[src/rtl/fifo_serializer_pkg.sv]
// Shared types and constants for the FIFO word-to-beat serializer.
package fifo_serializer_pkg;

  localparam int unsigned WORD_COUNT_WIDTH = 16;

  typedef enum logic [1:0] {
    IDLE  = 2'd0,
    FETCH = 2'd1,
    SEND  = 2'd2
  } ser_state_e;

endpackage

[src/rtl/fifo_byte_serializer.sv]
// Drains the word FIFO one word at a time and emits each word as
// DATA_WIDTH/OUT_WIDTH beats on a valid/ready stream.
module fifo_byte_serializer
  import fifo_serializer_pkg::*;
#(
  parameter int unsigned DATA_WIDTH = 32,
  parameter int unsigned OUT_WIDTH  = 8,
  parameter bit          MSB_FIRST  = 1'b1
) (
  input  logic                        clk,
  input  logic                        reset,
  input  logic                        enable,
  input  logic                        fifo_empty,
  input  logic [DATA_WIDTH-1:0]       fifo_data,
  output logic                        fifo_r_ena,
  output logic [OUT_WIDTH-1:0]        out_data,
  output logic                        out_valid,
  input  logic                        out_ready,
  output logic                        out_last,
  output logic                        busy,
  output logic [WORD_COUNT_WIDTH-1:0] word_count
);

  localparam int unsigned NBEATS = DATA_WIDTH / OUT_WIDTH;
  localparam int unsigned BEAT_W = (NBEATS > 2) ? $clog2(NBEATS) : 1;
  localparam logic [BEAT_W-1:0] LAST_BEAT = BEAT_W'(NBEATS - 1);

  generate
    if (((DATA_WIDTH % OUT_WIDTH) != 0) || (NBEATS < 2)) begin : g_bad_params
      $error("fifo_byte_serializer: DATA_WIDTH must be a multiple of OUT_WIDTH with at least 2 beats");
    end
  endgenerate

  ser_state_e            state, state_next;
  logic [DATA_WIDTH-1:0] shreg, shreg_shifted;
  logic [BEAT_W-1:0]     beat;
  logic                  pop_req;
  logic                  load;
  logic                  shift;
  logic                  word_done;

  // Beat presented on the stream side and the register after it leaves.
  generate
    if (MSB_FIRST) begin : g_msb
      assign out_data      = shreg[DATA_WIDTH-1 -: OUT_WIDTH];
      assign shreg_shifted = {shreg[DATA_WIDTH-OUT_WIDTH-1:0], OUT_WIDTH'(0)};
    end else begin : g_lsb
      assign out_data      = shreg[OUT_WIDTH-1:0];
      assign shreg_shifted = {OUT_WIDTH'(0), shreg[DATA_WIDTH-1:OUT_WIDTH]};
    end
  endgenerate

  assign out_valid  = (state == SEND);
  assign out_last   = (state == SEND) && (beat == LAST_BEAT);
  assign busy       = (state != IDLE);
  // Read strobe is never issued while reset is held, even from an undefined state.
  assign fifo_r_ena = pop_req & ~reset;

  // State register, shift register, beat and word counters.
  always_ff @(posedge clk) begin
    if (reset) begin
      state      <= IDLE;
      shreg      <= '0;
      beat       <= '0;
      word_count <= '0;
    end else begin
      state <= state_next;
      if (load) begin
        shreg <= fifo_data;
        beat  <= '0;
      end else if (shift) begin
        shreg <= shreg_shifted;
        beat  <= beat + BEAT_W'(1);
      end
      if (word_done) begin
        word_count <= word_count + WORD_COUNT_WIDTH'(1);
      end
    end
  end

  // Next-state and control decode.
  always_comb begin
    state_next = state;
    pop_req    = 1'b0;
    load       = 1'b0;
    shift      = 1'b0;
    word_done  = 1'b0;
    unique case (state)
      IDLE: begin
        if (enable && !fifo_empty) begin
          pop_req    = 1'b1;
          state_next = FETCH;
        end
      end
      FETCH: begin
        load       = 1'b1;
        state_next = SEND;
      end
      SEND: begin
        if (out_ready) begin
          shift = 1'b1;
          if (beat == LAST_BEAT) begin
            word_done = 1'b1;
            // Chain straight into the next fetch to leave a single bubble.
            if (enable && !fifo_empty) begin
              pop_req    = 1'b1;
              state_next = FETCH;
            end else begin
              state_next = IDLE;
            end
          end
        end
      end
      default: state_next = IDLE;
    endcase
  end

endmodule

[config.mk]
export PLATFORM = sky130hd
export DESIGN_NAME = fifo_byte_serializer
export DESIGN_NICKNAME = d
export VERILOG_FILES = /design/src/rtl/fifo_serializer_pkg.sv /design/src/rtl/fifo_byte_serializer.sv
export SDC_FILE = /design/constraint.sdc
export NUM_CORES = 1
export LEC_CHECK = 0
export ABC_AREA = 1
export CORE_MARGIN = 2
export CORE_UTILIZATION = 43
export DETAILED_ROUTE_END_ITERATION = 8
export PLACE_DENSITY_LB_ADDON = 0.2
export REMOVE_ABC_BUFFERS = 1
export SYNTH_ARGS = -nofsm -noshare
export SYNTH_HDL_FRONTEND = slang
export SYNTH_SLANG_ARGS = --single-unit
[constraint.sdc]
create_clock -name clk -period 1.25 [get_ports clk]
set_input_delay 0.1875 -clock clk [delete_from_list [all_inputs] [get_ports clk]]
set_output_delay 0.1875 -clock clk [all_outputs]
set_load 0.02 [all_outputs]
==> results by group <==
Outcome
  – Status: complete, but fails checks
  – Violations in the final reports: setup timing

Setup path
  – Worst reg2reg setup slack: -0.24 ns
  – Crit path from: beat[0]$_SDFFE_PP0P_
  – Endpoint kind of the worst setup timing path: output port
  – Critical Path Start Type: register
  – WP buf/inv: 1
  – Last element of the critical path: fifo_r_ena
  – Critical path required time: 1.06 ns
  – End of the worst register-to-register path: shreg[13]$_SDFFE_PP0P_
  – Arrival time of data at the critical path endpoint: 1.34 ns
  – Crit path largest cell delay: 0.38 ns
  – CP Cell Sequence: ha_4, nand2_4, a2111oi_4, buf_4
  – Reg-to-Reg Start: state[1]$_SDFFE_PP0P_
  – Top delay family on crit path: flip-flops
  – Kind of critical path: reg2out
  – Cell depth of the worst setup path: 4
  – Max Fanout on Critical Path: 2
  – Library cell contributing the largest single delay on the critical path: dfxtp_4
  – Depth of the worst register-to-register path: 10

Die
  – Placeable core region: 5140 um2
  – Initial Util: 45.1%
  – DIE HEIGHT: 77.4 um
  – DIE AREA: 6000 um2
  – Width of the chip: 77.4 um
  – Num rows: 26
  – I/O pin count: 65

Cells and area
  – Area grow syn2layout: 71.6%
  – Share of layout cells above drive strength 1: 38.2%
  – Design area: 3980 um2
  – Ant diodes: 0
  – Final Util: 77.4%
  – Number of nets in the layout: 442

Synth
  – Fraction of synthesized cell area taken by the top area cell type: 44.9%
  – Top area cells in the synthesized netlist: dfxtp_1 45%, nand2_1 15%, a21oi_1 5.8%, nor2_1 4.0%, a22oi_1 3.6%
  – Synth area leader: dfxtp_1
  – Post-Synthesis Cell Area: 2320 um2
  – Main synth FF type: dfxtp_1
  – Register bit count reported by yosys: 52
  – Sequential element share of the synthesized area: 44.9%
  – Number of warnings issued by yosys: 0
  – Synthesized instance count: 308
  – Mean cell area of the mapped netlist: 7.53 um2
  – Number of flops mapped to enable cells by yosys: 0
  – Netlist cell types: 26
  – Share of async-settable or async-resettable flops after synthesis: 0%

Placed design
  – Placed cell area: 3120 um2
  – Setup slack after placement: -0.710 ns
  – IO buf count: 64
  – HPWL after detailed placement: 3830 um
  – Placer congestion estimate: 0.880

STA
  – Period utilization: 122%
  – Sum Neg Setup Slack: -7.88 ns
  – Final setup skew: 0.00449 ns
  – Max-slew headroom: 65.7%
  – Smallest setup slack after layout: -0.279 ns
  – Final hold viol count: 0
  – Achievable frequency: 654 MHz
  – Number of endpoints failing setup at the final stage: 52
  – Slew at the pin closest to its max-slew limit: 0.514 ns
  – RSZ-0062 raised after global routing: yes
  – Final critical path time including I/O delays and setup: 1.53 ns
  – Final Max Tran Viols: 0

Global route
  – GRT met2 Usage: 38.1%
  – Global-route track usage on met1: 23.4%
  – Antenna violations before repair: 0
  – Largest net degree at the start of global routing: 42
  – Met3 track demand over resource: 5.58%
  – Number of global-route vias before repair: 2323
  – Total track usage: 21.1%
  – Total grt overflow: 0
  – Busiest metal layer after global routing: met2
  – Global-route wire length before repair: 10300 um

Run
  – Max Cap Violations: 0

Route
  – Number of routed nets with antenna violations: 0
  – Number of violations reported at the end of detailed-routing iteration 0: 54
  – Number of vias per cell after detailed routing: 5.05
  – Wirelength per Cell: 14.7 um
  – Via count: 2390
  – Number of iterations in the first detailed-routing pass: 4
  – Total detailed-routing wirelength: 6960 um
  – Final routed DRC violation total: 0

Clock tree
  – Clock edge transition at the registers on the reported setup and hold paths: 0.09 ns
  – Clock tree from TritonCTS: done
  – Clk Tree Root Cell: clkbuf_8
  – CTS HTree Levels: 2
  – Worst skew pair latency: 0.30 ns
  – CTS Buf Count: 5
  – Clock net sink count: 52
  – CTS hold repair buffers: 0
  – Maximum root-to-sink buffer count: 2

Pwr
  – IR Drop Worst-Case VDD: 0.579 mV
  – Total power draw: 0.00360 W
  – Pwr per Cell Area: 904 nW/um2
  – P_leak: 1.61 nW

Min path
  – Worst hold path class: in2reg
[registers in the layout (all words and copies together), names as in the netlist]
| register | flops |
|---|---|
| beat | 2 |
| word_count | 16 |
| shreg | 32 |
| state | 2 |
[per-layer routing]
metal | wire length [um] | part of all wire, % | vias to the layer above
li1 | - | - | 1190
met5 | 0 | 0 | -
met1 | 2760 | 40 | 1119
met4 | 144 | 2.1 | 0
met3 | 317 | 4.6 | 14
met2 | 3740 | 54 | 67
[Yosys cell counts (3+ instances only)]
cell,count
a21oi_1,27
a22oi_1,11
a31oi_1,13
buf_2,3
buf_4,8
buf_6,5
clkbuf_1,5
dfxtp_1,52
inv_1,20
inv_2,5
nand2_1,95
nand3_1,6
nand4_1,4
nor2_1,25
o21ai_0,9
xor2_1,4
[cells by family after synthesis]
logic type,synth area share (%)
buffers and inverters,10.5
adder cells (fa/ha/maj),1.08
flip-flops,44.9
AO/OA/AOI/OAI,15.9
XOR/XNOR,1.51
AND/OR/NAND/NOR,26.1
[through the flow]
step           cells  hold WS [ns]
3_5_place_dp     444         0.448
2_1_floorplan    287         0.257
4_1_cts          466         0.435
5_1_grt          473         0.451
6_report         473         0.445
3_3_place_gp     444         0.435
[cells in the final DEF (no fill, tap or decap), types with 2 or more instances in the layout]
master / synthesis / layout
nand2_1: 95 / 65
dfxtp_1: 52 / 46
clkdlybuf4s50_1: 0 / 36
nor2_1: 25 / 22
nand2_4: 2 / 20
buf_4: 8 / 20
inv_1: 20 / 17
buf_6: 5 / 17
a21oi_1: 27 / 16
dlygate4sd2_1: 0 / 16
a31oi_1: 13 / 13
nand2_2: 1 / 11
a21oi_2: 0 / 11
a22oi_2: 0 / 11
nor2_4: 2 / 7
clkbuf_2: 0 / 6
dfxtp_2: 0 / 5
clkbuf_8: 0 / 5
buf_12: 0 / 5
inv_4: 0 / 4
o21ai_1: 0 / 4
xor2_1: 4 / 4
nand3_2: 0 / 4
nand4_1: 4 / 4
o21ai_2: 0 / 4
buf_16: 0 / 3
inv_2: 5 / 2
nand2_8: 0 / 2
nand3_1: 6 / 2
ha_4: 0 / 2
bufinv_16: 0 / 2
buf_8: 0 / 2
[worst min path at each step]
stage | end | start | slack [ns] | cells after the start
floorplan | shreg[0]$_SDFFE_PP0P_ | reset | 0.26 | 1
global placement | beat[1]$_SDFFE_PP0P_ | beat[1]$_SDFFE_PP0P_ | 0.44 | 2
detailed placement | beat[1]$_SDFFE_PP0P_ | beat[1]$_SDFFE_PP0P_ | 0.45 | 2
CTS | shreg[3]$_SDFFE_PP0P_ | fifo_data[3] | 0.43 | 3
global route | shreg[6]$_SDFFE_PP0P_ | fifo_data[6] | 0.45 | 3
finish | shreg[3]$_SDFFE_PP0P_ | fifo_data[3] | 0.45 | 3
[power by group]
group	switching, W	leakage, nW	internal [W]	total (W)
Sequential	0.0000359	0.424	0.00169	0.00173
Combinational	0.000249	1.12	0.000303	0.000552
Clock	0.000526	0.0642	0.000788	0.00131
Total	0.000811	1.61	0.00279	0.00360
[cell type report]
cell class	count	area, um2
Inverter	25	124
Clock inverter	2	60.1
Timing Repair Buffer	108	1120
Sequential cell	52	1050
Multi-Input combinational cell	211	1460
Fill cell	356	1160
Tap cell	70	87.6
Clock buffer	5	68.8
[worst min-delay path: stages]
cell and delay (ns):
clkdlybuf4s50_1 0.40, nand2_1 0.08, a21oi_2 0.05
[what timing repair did]
item | 4_1_cts | 5_1_grt
pin swaps | 20 | 30
cloned | 5 | 1
setup buffers | 10 | 9
gates resized for setup | 115 | 101
endpoints found under the setup margin | 79 | 63
Power figures use the tool's default switching activity.
